[config.mk]
export PLATFORM = sky130hd
export DESIGN_NAME = vic_qbus_arb
export DESIGN_NICKNAME = d
export VERILOG_FILES = /design/src/rtl/vic_pkg.sv /design/src/rtl/vic_prio_enc.sv /design/src/rtl/vic_qbus_arb.sv
export SDC_FILE = /design/constraint.sdc
export NUM_CORES = 1
export LEC_CHECK = 0
export ABC_AREA = 1
export CAP_MARGIN = 20
export CELL_PAD_IN_SITES_DETAIL_PLACEMENT = 0
export CELL_PAD_IN_SITES_GLOBAL_PLACEMENT = 1
export CORE_MARGIN = 10
export CORE_UTILIZATION = 33
export CTS_CLUSTER_DIAMETER = 60
export DETAILED_ROUTE_END_ITERATION = 7
export PLACE_DENSITY_LB_ADDON = 0.3
export SYNTH_ARGS = -nofsm -noshare
export SYNTH_HDL_FRONTEND = slang
export SYNTH_SLANG_ARGS = --single-unit
[constraint.sdc]
create_clock -name PIN_CLK -period 2.24 [get_ports PIN_CLK]
set_clock_uncertainty 0.15 [all_clocks]
set_input_delay 0.224 -clock PIN_CLK [delete_from_list [all_inputs] [get_ports PIN_CLK]]
set_output_delay 0.224 -clock PIN_CLK [all_outputs]
set_load 0.01 [all_outputs]
[src/rtl/vic_pkg.sv]
// vic_pkg -- shared types and constants for the Q-bus vectored-interrupt arbiter.
//   vicState_t  : arbiter bus-cycle FSM states
//   VEC_W       : interrupt vector width
//   IDX_W       : requester index width (up to 8 requesters)
//   CSR_ADR_DEF : default word address [15:3] of the mask CSR
//   vecOf()     : vector for a channel index, base + 4*index
package vic_pkg;

   typedef enum logic [2:0] {
      IDLE,
      VECT,
      RPLY,
      PASS,
      CSR_RD,
      CSR_WR
   } vicState_t;

   localparam int unsigned VEC_W       = 8;
   localparam int unsigned IDX_W       = 3;
   localparam logic [12:0] CSR_ADR_DEF = 13'o17760;

   function automatic logic [VEC_W-1:0] vecOf(input logic [VEC_W-1:0] base,
                                              input logic [IDX_W-1:0] idx);
      return base + {3'b000, idx, 2'b00};
   endfunction

endpackage

[src/rtl/vic_prio_enc.sv]
// vic_prio_enc -- fixed-priority encoder, lowest set index wins.
//   req   in  N      request vector
//   valid out 1      at least one request bit set
//   idx   out IDX_W  index of the lowest set bit (0 when none set)
module vic_prio_enc
   import vic_pkg::*;
#(
   parameter int unsigned N = 4
) (
   input  logic [N-1:0]     req,
   output logic             valid,
   output logic [IDX_W-1:0] idx
);

   always_comb begin
      valid = 1'b0;
      idx   = '0;
      for (int unsigned i = 0; i < N; i++) begin
         if (req[i] && !valid) begin
            valid = 1'b1;
            idx   = IDX_W'(i);
         end
      end
   end

endmodule

[src/rtl/vic_qbus_arb.sv]
// vic_qbus_arb -- vectored-interrupt arbiter for N requesters on the Q-bus.
// Latches falling edges of the request lines, raises nVIRQ, answers the
// interrupt-acknowledge read (nDIN + nIAKI) with the winner's vector and
// nRPLY, and passes the daisy chain on nIAKO when nothing is pending.
// Optional mask CSR is built when the macro VIC_CSR_EN is defined.
//   PIN_CLK      in   system clock
//   PIN_nRST     in   async reset, active low
//   PIN_nREQ     in   N  interrupt requests, active low, asynchronous
//   PIN_ACK      out  N  one-clock grant pulse to the served channel
//   PIN_nVIRQ    out  bus interrupt request, active low
//   PIN_nIAKI    in   daisy-chain acknowledge in
//   PIN_nIAKO    out  daisy-chain acknowledge out
//   PIN_nSYNC    in   bus address strobe (CSR only)
//   PIN_nDIN     in   bus read strobe
//   PIN_nDOUT    in   bus write strobe (CSR only)
//   PIN_nAD_IN   in   16 bus AD, inverted
//   PIN_nAD_OUT  out  16 bus AD drive value, inverted
//   PIN_AD_OE    out  AD output enable
//   PIN_nRPLY    out  bus reply, active low
module vic_qbus_arb
   import vic_pkg::*;
#(
   parameter int unsigned      N        = 4,
   parameter logic [VEC_W-1:0] VEC_BASE = 8'o060,
   parameter logic [12:0]      CSR_ADR  = CSR_ADR_DEF
) (
   input  logic         PIN_CLK,
   input  logic         PIN_nRST,
   input  logic [N-1:0] PIN_nREQ,
   output logic [N-1:0] PIN_ACK,
   output logic         PIN_nVIRQ,
   input  logic         PIN_nIAKI,
   output logic         PIN_nIAKO,
   input  logic         PIN_nSYNC,
   input  logic         PIN_nDIN,
   input  logic         PIN_nDOUT,
   input  logic [15:0]  PIN_nAD_IN,
   output logic [15:0]  PIN_nAD_OUT,
   output logic         PIN_AD_OE,
   output logic         PIN_nRPLY
);

   vicState_t        state, stateNext;
   logic [N-1:0]     reqS1, reqS2, reqPrev;
   logic             iakiS1, iakiS2, dinS1, dinS2;
   logic [N-1:0]     pend, mask, fall, ackSet, ackReg;
   logic             nVirqReg, encValid, loadWin;
   logic [IDX_W-1:0] encIdx, win;
   logic [15:0]      dataOut;

   // Every asynchronous input goes through two flops; idle level is high.
   always_ff @(posedge PIN_CLK or negedge PIN_nRST) begin
      if (!PIN_nRST) begin
         reqS1   <= '1;
         reqS2   <= '1;
         reqPrev <= '1;
         iakiS1  <= 1'b1;
         iakiS2  <= 1'b1;
         dinS1   <= 1'b1;
         dinS2   <= 1'b1;
      end else begin
         reqS1   <= PIN_nREQ;
         reqS2   <= reqS1;
         reqPrev <= reqS2;
         iakiS1  <= PIN_nIAKI;
         iakiS2  <= iakiS1;
         dinS1   <= PIN_nDIN;
         dinS2   <= dinS1;
      end
   end

   assign fall = reqPrev & ~reqS2;

`ifdef VIC_CSR_EN
   logic        syncS1, syncS2, syncPrev, doutS1, doutS2;
   logic [15:0] adS1, adS2;
   logic        csrSel, csrCycle, maskLoad;
   logic        unusedCsr;

   always_ff @(posedge PIN_CLK or negedge PIN_nRST) begin
      if (!PIN_nRST) begin
         syncS1   <= 1'b1;
         syncS2   <= 1'b1;
         syncPrev <= 1'b1;
         doutS1   <= 1'b1;
         doutS2   <= 1'b1;
         adS1     <= '1;
         adS2     <= '1;
      end else begin
         syncS1   <= PIN_nSYNC;
         syncS2   <= syncS1;
         syncPrev <= syncS2;
         doutS1   <= PIN_nDOUT;
         doutS2   <= doutS1;
         adS1     <= PIN_nAD_IN;
         adS2     <= adS1;
      end
   end

   // AD is synchronized alongside nSYNC, so the address is aligned with the strobe edge.
   always_ff @(posedge PIN_CLK or negedge PIN_nRST) begin
      if (!PIN_nRST) begin
         csrSel   <= 1'b0;
         csrCycle <= 1'b0;
         mask     <= '1;
      end else begin
         if (syncPrev && !syncS2)
            csrSel <= (~adS2[15:3] == CSR_ADR);
         else if (!syncPrev && syncS2)
            csrSel <= 1'b0;
         if (stateNext == CSR_RD)
            csrCycle <= 1'b1;
         else if (state == IDLE)
            csrCycle <= 1'b0;
         if (maskLoad)
            mask <= ~adS2[N-1:0];
      end
   end

   assign unusedCsr = ^adS2;
   assign dataOut   = csrCycle ? {8'(pend), 8'(mask)} : {8'h00, vecOf(VEC_BASE, win)};
`else
   logic unusedIn;
   assign unusedIn = ^{PIN_nSYNC, PIN_nDOUT, PIN_nAD_IN};
   assign mask     = '1;
   assign dataOut  = {8'h00, vecOf(VEC_BASE, win)};
`endif

   vic_prio_enc #(.N(N)) uEnc (
      .req   (pend & mask),
      .valid (encValid),
      .idx   (encIdx)
   );

   always_comb begin
      stateNext = state;
      ackSet    = '0;
      loadWin   = 1'b0;
`ifdef VIC_CSR_EN
      maskLoad  = 1'b0;
`endif
      case (state)
         IDLE: begin
            if (!dinS2 && !iakiS2) begin
               loadWin   = encValid;
               stateNext = encValid ? VECT : PASS;
            end
`ifdef VIC_CSR_EN
            else if (csrSel && !dinS2)
               stateNext = CSR_RD;
            else if (csrSel && !doutS2) begin
               maskLoad  = 1'b1;
               stateNext = CSR_WR;
            end
`endif
         end
         VECT: stateNext = RPLY;
         RPLY: begin
            if (dinS2) begin
               stateNext = IDLE;
`ifdef VIC_CSR_EN
               if (!csrCycle)
`endif
               for (int unsigned i = 0; i < N; i++)
                  if (win == IDX_W'(i))
                     ackSet[i] = 1'b1;
            end
         end
         PASS: if (iakiS2) stateNext = IDLE;
`ifdef VIC_CSR_EN
         CSR_RD: stateNext = RPLY;
         CSR_WR: if (doutS2) stateNext = IDLE;
`endif
         default: stateNext = IDLE;
      endcase
   end

   // pend is cleared on the same edge the ACK pulse rises; a coincident new edge wins.
   always_ff @(posedge PIN_CLK or negedge PIN_nRST) begin
      if (!PIN_nRST) begin
         state    <= IDLE;
         pend     <= '0;
         ackReg   <= '0;
         nVirqReg <= 1'b1;
         win      <= '0;
      end else begin
         state    <= stateNext;
         pend     <= (pend & ~ackSet) | fall;
         ackReg   <= ackSet;
         nVirqReg <= ~|(pend & mask);
         if (loadWin)
            win <= encIdx;
      end
   end

   assign PIN_ACK     = ackReg;
   assign PIN_nVIRQ   = nVirqReg;
   assign PIN_AD_OE   = (state == VECT) || (state == RPLY) || (state == CSR_RD);
   assign PIN_nAD_OUT = PIN_AD_OE ? ~dataOut : '1;
   assign PIN_nRPLY   = !((state == RPLY) || (state == CSR_WR));
   assign PIN_nIAKO   = (state != PASS);

endmodule

==> results of run 1 <==
==> power breakdown <==
| part | total [W] | internal, W | leakage, nW | switching, W |
|---|---|---|---|---|
| Clock | 0.000441 | 0.000266 | 0.0455 | 0.000175 |
| Sequential | 0.000644 | 0.000596 | 0.323 | 0.0000479 |
| Combinational | 0.000459 | 0.000220 | 0.328 | 0.000240 |
| Total | 0.00154 | 0.00108 | 0.696 | 0.000462 |
==> final timing paths <==
kind	startpoint	end	slack (ns)	cells after the start
worst max-delay path	state[0]	PIN_nAD_OUT[4]	0.09	4
worst min-delay path	PIN_nRST	PIN_ACK[0]	0.12	2
worst max register to register	state[0]	state[1]	0.81	7
worst min register to register	iakiS1	iakiS2	0.21	0
max in group asynchronous	PIN_nRST	reqPrev[0]	1.51	2
min in group PIN_CLK	PIN_nREQ[0]	reqS1[0]	0.15	1
==> sequential cells by signal (all words and copies together), names as in the netlist <==
| name | flops |
|---|---|
| reqPrev | 4 |
| dinS2 | 1 |
| PIN_ACK | 4 |
| dinS1 | 1 |
| reqS2 | 4 |
| reqS1 | 4 |
| PIN_nVIRQ | 1 |
| iakiS2 | 1 |
| state | 2 |
| iakiS1 | 1 |
| pend | 4 |
| win | 2 |
==> cells in the final DEF (no fill, tap or decap) <==
cell              n
nand4_1           1
o22ai_1           4
nor2_2            2
bufinv_16         1
clkbuf_8          1
clkbuf_4          5
clkdlybuf4s50_1  19
nor2_1            9
nand2_1          25
nand2_2           2
buf_4             1
conb_1           12
dfstp_2          17
inv_2             1
clkbuf_1          1
dfrtp_1          12
inv_1            19
a21oi_1           1
ha_1              4
o21ai_0           1
nand3_1           2
==> layer usage <==
layer / vias up / part of all wire, % / GRT usage [%]
met5: - / 0 / 0
met4: 0 / 1.6 / 4.75
met3: 5 / 13 / 4.39
met2: 27 / 44 / 10.1
met1: 338 / 41 / 7.10
li1: 362 / - / -
==> cell type report <==
class                   instances  area (µm²)  area share, %
well taps                      46        57.6           3.94
clock inverters                 1        30.0           2.05
inverters                      20        75.1           5.14
repair buffers                 20         198           13.5
clock buffers                   7        55.1           3.77
flip-flops and latches         29         747           51.1
multi-input cells              63         299           20.5
==> per-stage QoR <==
step	cells	instance area (µm²)	worst slack (ns)	power [W]	utilization (%)
global route	186	1460	0.000114	0.00166	43.1
detailed placement	178	1380	0.428	0.00112	40.6
CTS	186	1460	0.0684	0.00157	43.1
global placement	178	1380	0.456	0.00111	40.6
floorplan	125	1220	0.819	0.000934	-
finish	186	1460	0.0943	0.00154	43.1
==> kinds of logic (layout without fill, tap and decap cells) <==
kind of cell | count (synthesis) | after routing | synth area share [%]
buffers and inverters | 33 | 48 | 14.7
adders and majority gates | 4 | 4 | 4.25
AOI/OAI and AO/OA | 6 | 6 | 2.97
DFF | 29 | 29 | 63.4
and+or+nand+nor | 41 | 41 | 14.3
other | 1 | 12 | 0.319
==> worst register-to-register path: stages, from the launching register on <==
cell and delay [ns]:
dfrtp_1 0.42, inv_1 0.10, ha_1 0.30, inv_1 0.07
nor2_1 0.13, nor2_2 0.05, nand2_1 0.06, nand2_1 0.05
==> impl_metrics.tcl, run 1 <==
set metrics [dict create \
    status "complete, no violations" \
    ys_ff_latch 29 \
    fill_cells 337 \
    worstSkewPairLatency_ns 0.32 \
    synth_top_area_share_pct 37.9 \
    clk_pin_slew_ns 0.09 \
    viasPerCell 3.94 \
    grt_overflow 0 \
    cp_max_fo 4 \
    whs_ns 0.120 \
    dieArea_um2 6360 \
    fin_crit_sh_pct 95.8 \
    cp-start-kind "flop" \
    yosysUniqueCellTypes 16 \
    num_rows 21 \
    hold_buffers 0 \
    cap_violations 0 \
    insertedDiodeCount 0 \
    drt_wl_total_um 1960 \
    cts_tree "built" \
    route.detailed.drc 0 \
    drt_pass1_iterations 4 \
    crit_path_frequent_cell "inv_1" \
    port_buffers 19 \
    place.gp.congestion 0.716 \
    holdCritPathClass "in2async" \
    die_w_um 79.7 \
    grt_pass1_vias 767 \
    slew_violations 0 \
    nets 169 \
    setup_tns_ns 0 \
    ant_nets 0 \
    syn_avg_cell_area_um2 10.3 \
    synth_edf_count 0 \
    cts_buffers 5 \
    drt_first_iter_violations 15 \
    crit_type "reg2out" \
    synth_most_common_cell "nand2_1" \
    ys_top_cells_by_count "nand2_1 (25), inv_1 (19), dfstp_2 (17)" \
    syn_inst 114 \
    ys.flop_type "dfstp_2" \
    grt_setup_unrepaired "false" \
    ctsRootBufferMaster "clkbuf_4" \
    crit_chain "inv_1, ha_1, inv_1, clkdlybuf4s50_1" \
    end_kind "primary output" \
    clk_path_buf_depth 2 \
    arrival_ns 1.77 \
    synth.cell_area_um2 1180 \
    synth-seq-area-share_pct 63.4 \
    crit_buf_inv 3 \
    fmax_mhz 466 \
    critical_path.max_stage_delay_ns 0.54 \
    cts_resized 0 \
    synth_area_leaders "dfstp_2 (38%), dfrtp_1 (26%), buf_4 (8.3%)" \
    initial_core_util_pct 34.7 \
    grt_usage_pct 6.90 \
    p_per_area_nw_per_um2 1060 \
    die_h_um 79.7 \
    drt-wirelength-per-cell_um 10.6 \
    antenna_found_initial 0 \
    pin_count 50 \
    finalHoldViolations 0 \
    setup_violations 0 \
    max-vdd-ir-drop_mv 0.553 \
    grt_max_degree 30 \
    cts.sinks 29 \
    cts_setup_buffers 0 \
    htreeDepth 2 \
    power_leakage_nw 0.696 \
    yosysTopAreaCell "dfstp_2" \
    crit_required_ns 1.87 \
    synth_async_sr_flop_share_pct 100 \
    ys_warn_count 0 \
    drive_gt1_share_pct 21.4 \
    core_um2 3390 \
    syn_to_final_growth_pct 24.1 \
    grt_pass1_wl_um 3360 \
    cp_top_family "buffers and inverters" \
    hpwlAfterDp_um 1500 \
    min_period_ns 2.15 \
    vias 732 \
    crit_path_top_delay_cell "clkdlybuf4s50_1" \
]
No activity file was read; power rests on OpenSTA's default activity.
==> inputs of run 2 (changes only) <==
--- a/config.mk
+++ b/config.mk
@@ -10,7 +10,8 @@
 export CELL_PAD_IN_SITES_DETAIL_PLACEMENT = 0
 export CELL_PAD_IN_SITES_GLOBAL_PLACEMENT = 1
 export CORE_MARGIN = 10
-export CORE_UTILIZATION = 33
+export CORE_UTILIZATION = 34
+export CTS_BUF_LIST = sky130_fd_sc_hd__clkbuf_4 sky130_fd_sc_hd__clkbuf_8
 export CTS_CLUSTER_DIAMETER = 60
 export DETAILED_ROUTE_END_ITERATION = 7
 export PLACE_DENSITY_LB_ADDON = 0.3
==> run 2 against run 1 <==
Global-route usage is 0.51 points higher. Largest cell class unchanged. Wire length is 5.3% higher. Sequential share of layout area is 0.65 points lower. First-iteration DRC count is 130% higher. Clock power is 3% higher. Highest routed layer unchanged. Critical endpoint is now PIN_nAD_OUT[5]. Fmax is 0.90% higher.
==> impl_metrics.tcl, run 2 (synthesized netlist as in run 1, its figures left out) <==
set metrics [dict create \
    max-vdd-ir-drop_mv 0.504 \
    viasPerCell 3.90 \
    fmax_mhz 470 \
    grt_overflow 0 \
    place.gp.congestion 0.722 \
    reg2reg_from "state[0]" \
    drt-wirelength-per-cell_um 11.0 \
    arrival_ns 1.75 \
    hold_buffers 0 \
    min_period_ns 2.13 \
    port_buffers 19 \
    htreeDepth 2 \
    clk_path_buf_depth 2 \
    grt_pass1_wl_um 3530 \
    layout_commonest_cell "nand2_1" \
    layout_common_cells "nand2_1 (25), inv_1 (19), clkdlybuf4s50_1 (19), dfstp_2 (17)" \
    grt_max_degree 30 \
    power_w 0.00158 \
    drive_gt1_share_pct 23.2 \
    cp-start-kind "flop" \
    drt_first_iter_violations 35 \
    grt_setup_unrepaired "false" \
    worstSkewPairLatency_ns 0.32 \
    drt_pass1_iterations 4 \
    initial_core_util_pct 35.3 \
    clk_pin_slew_ns 0.09 \
    finalHoldViolations 0 \
    cts_resized 0 \
    stdcell_area_um2 1480 \
    place_area_um2 1380 \
    dieArea_um2 6220 \
    core_um2 3340 \
    dp_slack_ns 0.421 \
    insertedDiodeCount 0 \
    reg2reg_to "pend[2]" \
    cp_max_fo 4 \
    grt_usage_pct 7.40 \
    cap_violations 0 \
    die_w_um 78.8 \
    reg2reg_depth 5 \
    antenna_found_initial 0 \
    crit_path_frequent_cell "inv_1" \
    cts_setup_buffers 0 \
    cp_top_family "buffers and inverters" \
    p_per_area_nw_per_um2 1070 \
    cts.sinks 29 \
    fin_ws_ns 0.113 \
    slew_violations 0 \
    end_kind "primary output" \
    ctsRootBufferMaster "clkbuf_4" \
    setup_violations 0 \
    holdCritPathClass "in2async" \
    status "complete, no violations" \
    stdcell_count 188 \
    ant_nets 0 \
    pin_count 50 \
    crit_buf_inv 3 \
    route.detailed.drc 0 \
    cts_buffers 5 \
    setup_tns_ns 0 \
    r2r_setup_slack_ns 0.85 \
    critical_path.max_stage_delay_ns 0.54 \
    fin_crit_sh_pct 94.9 \
    die_h_um 78.8 \
    cts_tree "built" \
    power_leakage_nw 0.710 \
    syn_to_final_growth_pct 25.7 \
    nets 171 \
    drt_wl_total_um 2070 \
    grt_pass1_vias 812 \
    crit_type "reg2out" \
    crit_chain "inv_1, ha_1, inv_1, clkdlybuf4s50_1" \
    vias 733 \
    crit_required_ns 1.87 \
    crit_path_top_delay_cell "clkdlybuf4s50_1" \
    hpwlAfterDp_um 1550 \
    num_rows 21 \
    dp.cells 178 \
]
-- run 2: cell types whose count changed in the layout (fill, tap and decap cells not counted) --
cell / previous run / this run
buf_4: 1 / 3
clkbuf_1: 1 / 0
clkbuf_4: 5 / 6
-- run 2: how the worst max path moves through the flow --
stage                        start        endpoint  cells past startpoint
after global placement    state[0]  PIN_nAD_OUT[3]                      4
after floorplan           state[0]  PIN_nAD_OUT[5]                      4
after detailed placement  state[0]  PIN_nAD_OUT[5]                      4
final                     state[1]  PIN_nAD_OUT[5]                      4
after global routing      state[1]  PIN_nAD_OUT[4]                      4
after CTS                 state[0]  PIN_nAD_OUT[5]                      4
-- run 2: final cells by class --
class                      instances  area (µm²)
tap                               46        57.6
inverter                          20        75.1
clock inverter                     1        30.0
multi-input combinational         63         299
sequential                        29         747
timing repair buffer              22         213
clock buffer                       7        58.8
fill                             335        1860
-- run 2: through the flow --
stage	utilization [%]	hold WS, ns
after detailed placement	41.2	0.197
final	44.4	0.117
after global routing	44.4	0.119
after global placement	41.2	0.195
after floorplan	-	-0.222
after CTS	43.9	0.115
-- run 2: where the power goes --
| part | switching [W] | internal, W | leakage [nW] |
|---|---|---|---|
| clock | 0.000177 | 0.000278 | 0.0489 |
| combinational | 0.000248 | 0.000240 | 0.338 |
| sequential | 0.0000452 | 0.000596 | 0.323 |
| total | 0.000470 | 0.00111 | 0.710 |
-- run 2: per-layer routing --
metal | global-route usage [%] | vias up | part of all wire, %
met5 | 0 | - | 0
met1 | 6.94 | 332 | 42
met3 | 5.63 | 6 | 13
met2 | 11.2 | 29 | 42
li1 | - | 366 | -
met4 | 4.84 | 0 | 2.7
